[src/rtl/exe_stage.sv]
// Execute stage: single-cycle move/add/sub/nop, iterative shift-add multiply,
// valid/allowin handshake toward write-back.
module exe_stage #(
  parameter int MUL_CYCLES = 8
) (
  input  logic        clk,
  input  logic        resetn,
  input  logic        ds_to_es_valid,
  input  logic [27:0] ds_to_es_bus,
  input  logic [1:0]  ds_dest,
  output logic        es_allowin,
  input  logic        ws_allowin,
  output logic        es_to_ws_valid,
  output logic [18:0] es_to_ws_bus,
  output logic        es_busy
);

  localparam int CW = (MUL_CYCLES > 1) ? $clog2(MUL_CYCLES) : 1;

  localparam logic [3:0] OP_MOV = 4'b1000;
  localparam logic [3:0] OP_ADD = 4'b0100;
  localparam logic [3:0] OP_SUB = 4'b0010;
  localparam logic [3:0] OP_MUL = 4'b0001;

  typedef enum logic [1:0] {S_IDLE, S_CALC, S_DONE} state_t;

  state_t        r_state, w_state_nxt;
  logic          r_es_valid;
  logic [3:0]    r_op;
  logic [7:0]    r_rx, r_ry, r_pc;
  logic [1:0]    r_dest;
  logic [7:0]    r_acc, r_mcand, r_mplier;
  logic [CW-1:0] r_cnt;

  logic          w_ready_go;
  logic          w_capture;
  logic          w_leave;
  logic          w_ds_is_mul;
  logic          w_mul_last;
  logic [7:0]    w_result;
  logic          w_wen;

  assign w_ds_is_mul    = (ds_to_es_bus[27:24] == OP_MUL);
  assign w_mul_last     = (r_cnt == CW'(MUL_CYCLES - 1));
  assign es_allowin     = !r_es_valid || (w_ready_go && ws_allowin);
  assign w_capture      = ds_to_es_valid && es_allowin;
  assign es_to_ws_valid = r_es_valid && w_ready_go;
  assign w_leave        = es_to_ws_valid && ws_allowin;

  // Multiply FSM state register
  always_ff @(posedge clk or negedge resetn) begin
    if (!resetn) r_state <= S_IDLE;
    else         r_state <= w_state_nxt;
  end

  // Multiply FSM next-state; a mul captured on the leave edge restarts CALC directly
  always_comb begin
    w_state_nxt = r_state;
    case (r_state)
      S_IDLE: if (w_capture && w_ds_is_mul) w_state_nxt = S_CALC;
      S_CALC: if (w_mul_last)               w_state_nxt = S_DONE;
      S_DONE: if (w_leave)
                w_state_nxt = (w_capture && w_ds_is_mul) ? S_CALC : S_IDLE;
      default: w_state_nxt = S_IDLE;
    endcase
  end

  // Multiply FSM outputs: stall only while iterating
  always_comb begin
    w_ready_go = (r_state != S_CALC);
    es_busy    = (r_state == S_CALC);
  end

  // Stage valid bit: refreshed whenever the stage is able to accept
  always_ff @(posedge clk or negedge resetn) begin
    if (!resetn)         r_es_valid <= 1'b0;
    else if (es_allowin) r_es_valid <= ds_to_es_valid;
  end

  // Operand latch on capture, shift-add iteration while in CALC
  always_ff @(posedge clk or negedge resetn) begin
    if (!resetn) begin
      r_op     <= '0;
      r_rx     <= '0;
      r_ry     <= '0;
      r_pc     <= '0;
      r_dest   <= '0;
      r_acc    <= '0;
      r_mcand  <= '0;
      r_mplier <= '0;
      r_cnt    <= '0;
    end else if (w_capture) begin
      r_op   <= ds_to_es_bus[27:24];
      r_ry   <= ds_to_es_bus[23:16];
      r_rx   <= ds_to_es_bus[15:8];
      r_pc   <= ds_to_es_bus[7:0];
      r_dest <= ds_dest;
      if (w_ds_is_mul) begin
        r_acc    <= '0;
        r_mcand  <= ds_to_es_bus[15:8];
        r_mplier <= ds_to_es_bus[23:16];
        r_cnt    <= '0;
      end
    end else if (r_state == S_CALC) begin
      if (r_mplier[0]) r_acc <= r_acc + r_mcand;
      r_mcand  <= r_mcand << 1;
      r_mplier <= r_mplier >> 1;
      r_cnt    <= r_cnt + 1'b1;
    end
  end

  // Result select; non-one-hot ops behave as a nop with no register write
  always_comb begin
    w_result = '0;
    w_wen    = 1'b1;
    case (r_op)
      OP_MOV:  w_result = r_ry;
      OP_ADD:  w_result = r_rx + r_ry;
      OP_SUB:  w_result = r_rx - r_ry;
      OP_MUL:  w_result = r_acc;
      default: w_wen    = 1'b0;
    endcase
  end

  // Bus is zero whenever nothing is being offered to write-back
  always_comb begin
    es_to_ws_bus = '0;
    if (es_to_ws_valid) es_to_ws_bus = {w_wen, r_dest, w_result, r_pc};
  end

endmodule
[config.mk]
export PLATFORM = sky130hd
export DESIGN_NAME = exe_stage
export DESIGN_NICKNAME = d
export VERILOG_FILES = /design/src/rtl/exe_stage.sv
export SDC_FILE = /design/constraint.sdc
export NUM_CORES = 1
export LEC_CHECK = 0
export ABC_AREA = 1
export CAP_MARGIN = 20
export CORE_MARGIN = 4
export CORE_UTILIZATION = 54
export DETAILED_ROUTE_END_ITERATION = 8
export GPL_TIMING_DRIVEN = 0
export PLACE_DENSITY_LB_ADDON = 0.25
export SLEW_MARGIN = 20
export SYNTH_ARGS = -nofsm -noshare
export SYNTH_HDL_FRONTEND = slang
export SYNTH_SLANG_ARGS = --single-unit
[constraint.sdc]
create_clock -name clk -period 4.05 [get_ports clk]
set_clock_uncertainty 0.15 [all_clocks]
set_input_delay 1.0125 -clock clk [delete_from_list [all_inputs] [get_ports clk]]
set_output_delay 1.0125 -clock clk [all_outputs]
set_load 0.02 [all_outputs]
==> results_dict.tcl, run 1 <==
set metrics [dict create \
    status "finished, final reports clean" \
    crit_path_max_fanout 10 \
    post_dp_cell_area_sq_um 4300 \
    r2r_slack_ps 2180 \
    synth_seq_cells 60 \
    placed_cells 588 \
    post_route_cells_drive_above_1_share 0.158 \
    antenna_found_initial 0 \
    viasPerCell 5.46 \
    r2r-start "r_acc[2]" \
    num_io_pins 56 \
    syn_avg_cell_area_sq_um 7.98 \
    relSlewSlack 0.712 \
    core_sq_um 6420 \
    maxCapViolations 0 \
    worst_slew_pin_slew_ps 432 \
    cts.reportedPaths.clkPinSlew_ps 70 \
    synth_top_area_frac 0.414 \
    synth_area_sq_um 3630 \
    clock_latency_ps 350 \
    n_fill_cell 496 \
    fmax_mhz 257 \
    stdcell_count 607 \
    wl_per_cell_um 15.5 \
    ys_seq_area_frac 0.414 \
    cp_data_arrival_time_ps 2740 \
    holdPathStages 2 \
    start_util 0.565 \
    clock_path_buffers 2 \
    gp_congestion 0.896 \
    die_h_um 90 \
    dieArea_sq_um 8100 \
    final_nets 578 \
    clkSinkCount 60 \
    ys.warnings.count 0 \
    ys_types 39 \
    holdPathEnd "r_mplier[7]" \
    portBuffers 55 \
    ir_worst_vdd_mv 0.482 \
    hp-start "r_mplier[7]" \
    design_area_sq_um 4590 \
    die_w_um 90 \
    rows 29 \
    routed_wl_um 9400 \
    synthTopCellsByArea "dfrtp_1 (41%), nand2_1 (13%), ha_1 (5.9%)" \
    firstDrtPassIters 5 \
    cts_root_buffer "clkbuf_8" \
    yosysTopAreaCell "dfrtp_1" \
    min_path_type "reg -> reg" \
    worstReg2RegEnd "r_acc[5]" \
    drc 0 \
    timing.final.crit_period_ps 3900 \
    cts_tree "yes" \
    p_leak_nw 2.24 \
    syn2layout_area_growth_pct 26.5 \
    end_kind "output port" \
    period_share 0.963 \
    grt_pass1_wl_um 15400 \
    drt-initial-drc-count 292 \
    grt.overflow.total 0 \
    finalHoldViolCount 0 \
    synth_cells 455 \
    grt_pass1_vias 3221 \
    h-tree-depth 3 \
    n_antenna_cell 0 \
    final_antenna_net_count 0 \
    hold_slack_ps 363 \
    setup_violations 0 \
    crit_type "reg -> out" \
    cp-start-kind "flop" \
    detailedPlace.worstSlack_ps -110 \
    rr_worst_depth 8 \
    power.density_nw_per_um2 975 \
    hpwlAfterDp_um 6900 \
    grt_max_degree 37 \
    drv_slew 0 \
    gr-usage-all-layers 0.235 \
    syn-num-nets 508 \
    setup_slack_ps 152 \
    fin_tns_setup_ps 0 \
    required_ps 2890 \
    hold_buffers 0 \
    vias 3316 \
    numCtsBuffers 9 \
]
## per-stage QoR
stage	util	total power [W]
after detailed placement	0.669	0.00365
final	0.715	0.00448
after global placement	0.666	0.00356
after global routing	0.715	0.00488
after floorplan	-	0.00299
after CTS	0.703	0.00430
## worst max-delay path: stages (launching register included)
cell	delay, ps
dfrtp_2	440
nor2_4	110
nand3_2	90
buf_6	160
o21ai_0	90
xor2_1	230
ha_1	320
nand2_1	120
inv_1	40
nand2_1	60
nand2_1	60
a21oi_2	130
inv_1	50
nand2_1	60
nand3_1	80
a21oi_2	200
buf_6	140
## timing repair
action	CTS	global route
buffers inserted	0	3
endpoints found under the setup margin	7	6
gates resized for setup	13	22
pin swaps	0	3
## synth_stat cells, drive strengths merged
library cell / n
or2: 4
o21bai: 2
a21o: 1
nand2: 138
a221oi: 2
a211o: 1
o21a: 1
o31ai: 1
nand3b: 1
a31oi: 18
nor3: 3
nor2: 38
dfrtp: 60
ha: 17
clkbuf: 3
a21oi: 15
a21boi: 1
inv: 57
o21ai: 37
a22o: 2
nand4: 7
clkinv: 1
buf: 11
o2bb2ai: 1
xor2: 7
nand3: 22
xnor2: 1
o211ai: 1
fa: 2
## per-layer routing
metal	GRT usage	share of wire	vias up
li1	-	-	1617
met5	0	0	-
met2	0.367	0.47	134
met1	0.320	0.45	1549
met4	0.0816	0.021	0
met3	0.0593	0.063	16
## placed cells by master, fill, tap and decap left out, drive strengths merged, types with 2 or more instances in the layout
cell type	count
nand3	22
inv	58
a221oi	2
nand4	7
dlygate4sd2	4
dfrtp	60
a21oi	15
nor3	3
buf	17
bufinv	2
clkdlybuf4s50	47
clkinvlp	2
xor2	7
o21bai	2
clkbuf	16
fa	2
nor2	38
a31oi	18
or2	4
o21ai	37
ha	17
nand2	138
a22o	2
## worst max-delay path by stage
stage          slack (ps)  startpoint          endpoint
2_1_floorplan         620     r_ry[0]  es_to_ws_bus[15]
3_3_place_gp         -140      resetn       r_mplier[0]
3_5_place_dp         -110     r_op[2]  es_to_ws_bus[15]
4_1_cts                 5     r_op[2]  es_to_ws_bus[12]
5_1_grt              -0.2     r_op[2]  es_to_ws_bus[12]
6_report              150     r_op[2]  es_to_ws_bus[15]
## kinds of logic after synthesis
group / count (synthesis) / synth area share
and+or+nand+nor: 213 / 0.255
AOI/OAI and AO/OA: 83 / 0.156
xor gates and xnor gates: 8 / 0.0193
adders and majority gates: 19 / 0.0696
buffers and inverters: 72 / 0.0865
DFF: 60 / 0.414
## where the power goes
part	leakage, nW	switching [W]	internal, W	total [W]
clock network	0.106	0.000253	0.000366	0.000619
logic	1.40	0.00161	0.00111	0.00272
registers	0.729	0.000247	0.000893	0.00114
total	2.24	0.00211	0.00237	0.00448
## registers in the layout, summed over array words and instances (netlist names), 3 cells and up
name and count:
r_rx 8, r_ry 8, r_mcand 8, r_acc 8
r_op 4, r_cnt 3, r_pc 8, r_mplier 8
## final cells by class
class | instances | area, sq um | area share
Tap cell | 77 | 96.3 | 0.0210
Clock buffer | 11 | 141 | 0.0308
Buffer | 14 | 103 | 0.0223
Clock inverter | 5 | 83.8 | 0.0182
Timing Repair Buffer | 59 | 577 | 0.126
Inverter | 58 | 218 | 0.0474
Sequential cell | 60 | 1500 | 0.327
Multi-Input combinational cell | 323 | 1870 | 0.408
No activity file was read; power rests on OpenSTA's default activity.
==> run 2, diff against run 1 <==
SLEW_MARGIN = 40   (was 20)
==> results of run 2 <==
The final DEF is identical to that of run 1; final timing and power are the same.
==> run 3, diff against run 2 <==
CORE_MARGIN = 8   (was 4)
==> run 3 against run 2 <==
Net effect: non-clock buffer count is 3 higher; register-to-register slack better by 70 ps; largest cell class unchanged; die area is 19% higher; sequential share of layout area is 0.19 points higher.
==> results_dict.tcl, run 3 (synthesis gave the netlist of run 1 again) <==
set metrics [dict create \
    num_io_pins 56 \
    h-tree-depth 3 \
    post_route_cells_drive_above_1_share 0.161 \
    layout_common_cells "nand2_1 (123), dfrtp_1 (60), inv_1 (52), clkdlybuf4s50_1 (47), nor2_1 (37)" \
    ir_worst_vdd_mv 0.390 \
    crit_type "reg -> out" \
    totalPowerFinal_w 0.00432 \
    gr-usage-all-layers 0.201 \
    die_w_um 98 \
    power.switching_w 0.00207 \
    drt-initial-drc-count 225 \
    drv_slew 0 \
    final_antenna_net_count 0 \
    crit_path_top_delay_cell "dfrtp_1" \
    crit_path_max_fanout 10 \
    crit_end "es_to_ws_bus[13]" \
    wl_per_cell_um 15.5 \
    core_sq_um 6640 \
    end_kind "output port" \
    status "finished, final reports clean" \
    p_comb_frac 0.626 \
    portBuffers 55 \
    maxCapViolations 0 \
    r2r_slack_ps 2250 \
    rr_worst_depth 7 \
    worst_slew_pin_slew_ps 441 \
    r2r-start "r_acc[0]" \
    clock_path_buffers 2 \
    firstDrtPassIters 5 \
    timing.final.crit_period_ps 3910 \
    n_fill_cell 528 \
    post_dp_cell_area_sq_um 4300 \
    path_cells "nor2_2 -> nand3_1 -> buf_4 -> nand2_1 -> xor2_1 -> ha_1 -> nand2_1 -> or2_2 -> nand4_1 -> nand3_1 -> a21oi_1 -> dlygate4sd2_1" \
    gp_congestion 0.917 \
    finalHoldViolCount 0 \
    required_ps 2890 \
    rows 30 \
    start_util 0.547 \
    fmax_mhz 256 \
    vias 3269 \
    period_share 0.966 \
    die_h_um 98 \
    drc 0 \
    grt_max_degree 41 \
    slowest_delay_ps 410 \
    syn2layout_area_growth_pct 25.7 \
    p_leak_nw 2.23 \
    relSlewSlack 0.706 \
    n_antenna_cell 0 \
    clkSinkCount 60 \
    worstReg2RegEnd "r_acc[6]" \
    cts_root_buffer "clkbuf_8" \
    grt_pass1_vias 3232 \
    setup_violations 0 \
    clock_power_share 0.111 \
    multi_input_area_sq_um 1880 \
    cts.reportedPaths.clkPinSlew_ps 70 \
    grt.overflow.total 0 \
    final_nets 581 \
    cp_data_arrival_time_ps 2750 \
    min_path_type "reg -> reg" \
    final_core_util 0.687 \
    numCtsBuffers 9 \
    cts_tree "yes" \
    critPathLaunch "r_op[2]" \
    p_int_w 0.00225 \
    antenna_found_initial 0 \
    power.density_nw_per_um2 947 \
    dieArea_sq_um 9600 \
    cp-start-kind "flop" \
    layout_commonest_cell "nand2_1" \
    hpwlAfterDp_um 7280 \
    routed_wl_um 9480 \
    ff_latch_area_sq_um 1500 \
    clock_latency_ps 350 \
    pwr-share-seq 0.263 \
    swShare 0.480 \
    viasPerCell 5.33 \
    grt_pass1_wl_um 15500 \
    design_area_sq_um 4560 \
]
-- run 3: cell count changes in the layout (fill, tap and decap cells not counted), sizes merged --
| cell | previous run | this run |
|---|---|---|
| buf | 17 | 20 |
| bufinv | 2 | 0 |
| clkinv | 1 | 3 |
| clkbuf | 16 | 17 |
| inv | 58 | 57 |
-- run 3: power groups by stage --
stage	clock network (W)	logic, W	registers [W]
floorplan	0	0.00194	0.00106
global placement	0	0.00245	0.00112
finish	0.000482	0.00270	0.00113
detailed placement	0	0.00254	0.00113
global route	0.000506	0.00305	0.00116
CTS	0.000485	0.00255	0.00112
-- run 3: metrics by stage --
stage,worst slack [ps],instances,TNS [ps],hold WS (ps)
finish,137,613,0,344
global route,-22.4,613,-43.7,359
CTS,10.8,607,0,344
detailed placement,-151,591,-151,335
global placement,-148,590,-8780,324
floorplan,624,455,0,302
-- run 3: area by class of cell --
| class | instances | share of cell area |
|---|---|---|
| buffer | 14 | 0.0217 |
| inverter | 58 | 0.0477 |
| sequential | 60 | 0.329 |
| timing repair buffer | 62 | 0.131 |
| clock inverter | 4 | 0.00548 |
| multi-input combinational | 323 | 0.411 |
| tap | 80 | 0.0219 |
| clock buffer | 12 | 0.0318 |
-- run 3: how the worst min path moves through the flow --
stage | startpoint | end | slack (ps) | cells past startpoint
floorplan | r_cnt[0] | r_cnt[0] | 300 | 1
global placement | r_cnt[0] | r_cnt[0] | 320 | 1
detailed placement | r_cnt[0] | r_cnt[0] | 330 | 1
CTS | r_cnt[0] | r_cnt[0] | 340 | 1
global route | r_cnt[0] | r_cnt[0] | 360 | 1
finish | r_cnt[0] | r_cnt[0] | 340 | 1
-- run 3: metal layers --
layer	vias up	track usage	part of all wire
li1	1625	-	-
met1	1511	0.253	0.45
met2	112	0.316	0.46
met3	21	0.0541	0.068
met4	0	0.0887	0.026
met5	-	0	0
-- run 3: repair_timing --
item | 4_1_cts | 5_1_grt
endpoints found under the setup margin | 7 | 7
hold endpoints to repair | 0 | 0
setup buffers | 0 | 6
pin swaps | 0 | 5
hold buffers | 0 | 0
gates cloned | 0 | 0
resized for setup | 13 | 22
-- run 3: critical path, delay by kind of cell (launching register included) --
kind            cells  cell delay, ps
fa+ha+maj           1             340
simple gates        7             900
flops               1             410
buf+inv             2             550
xor+xnor            1              60
compound gates      1             130
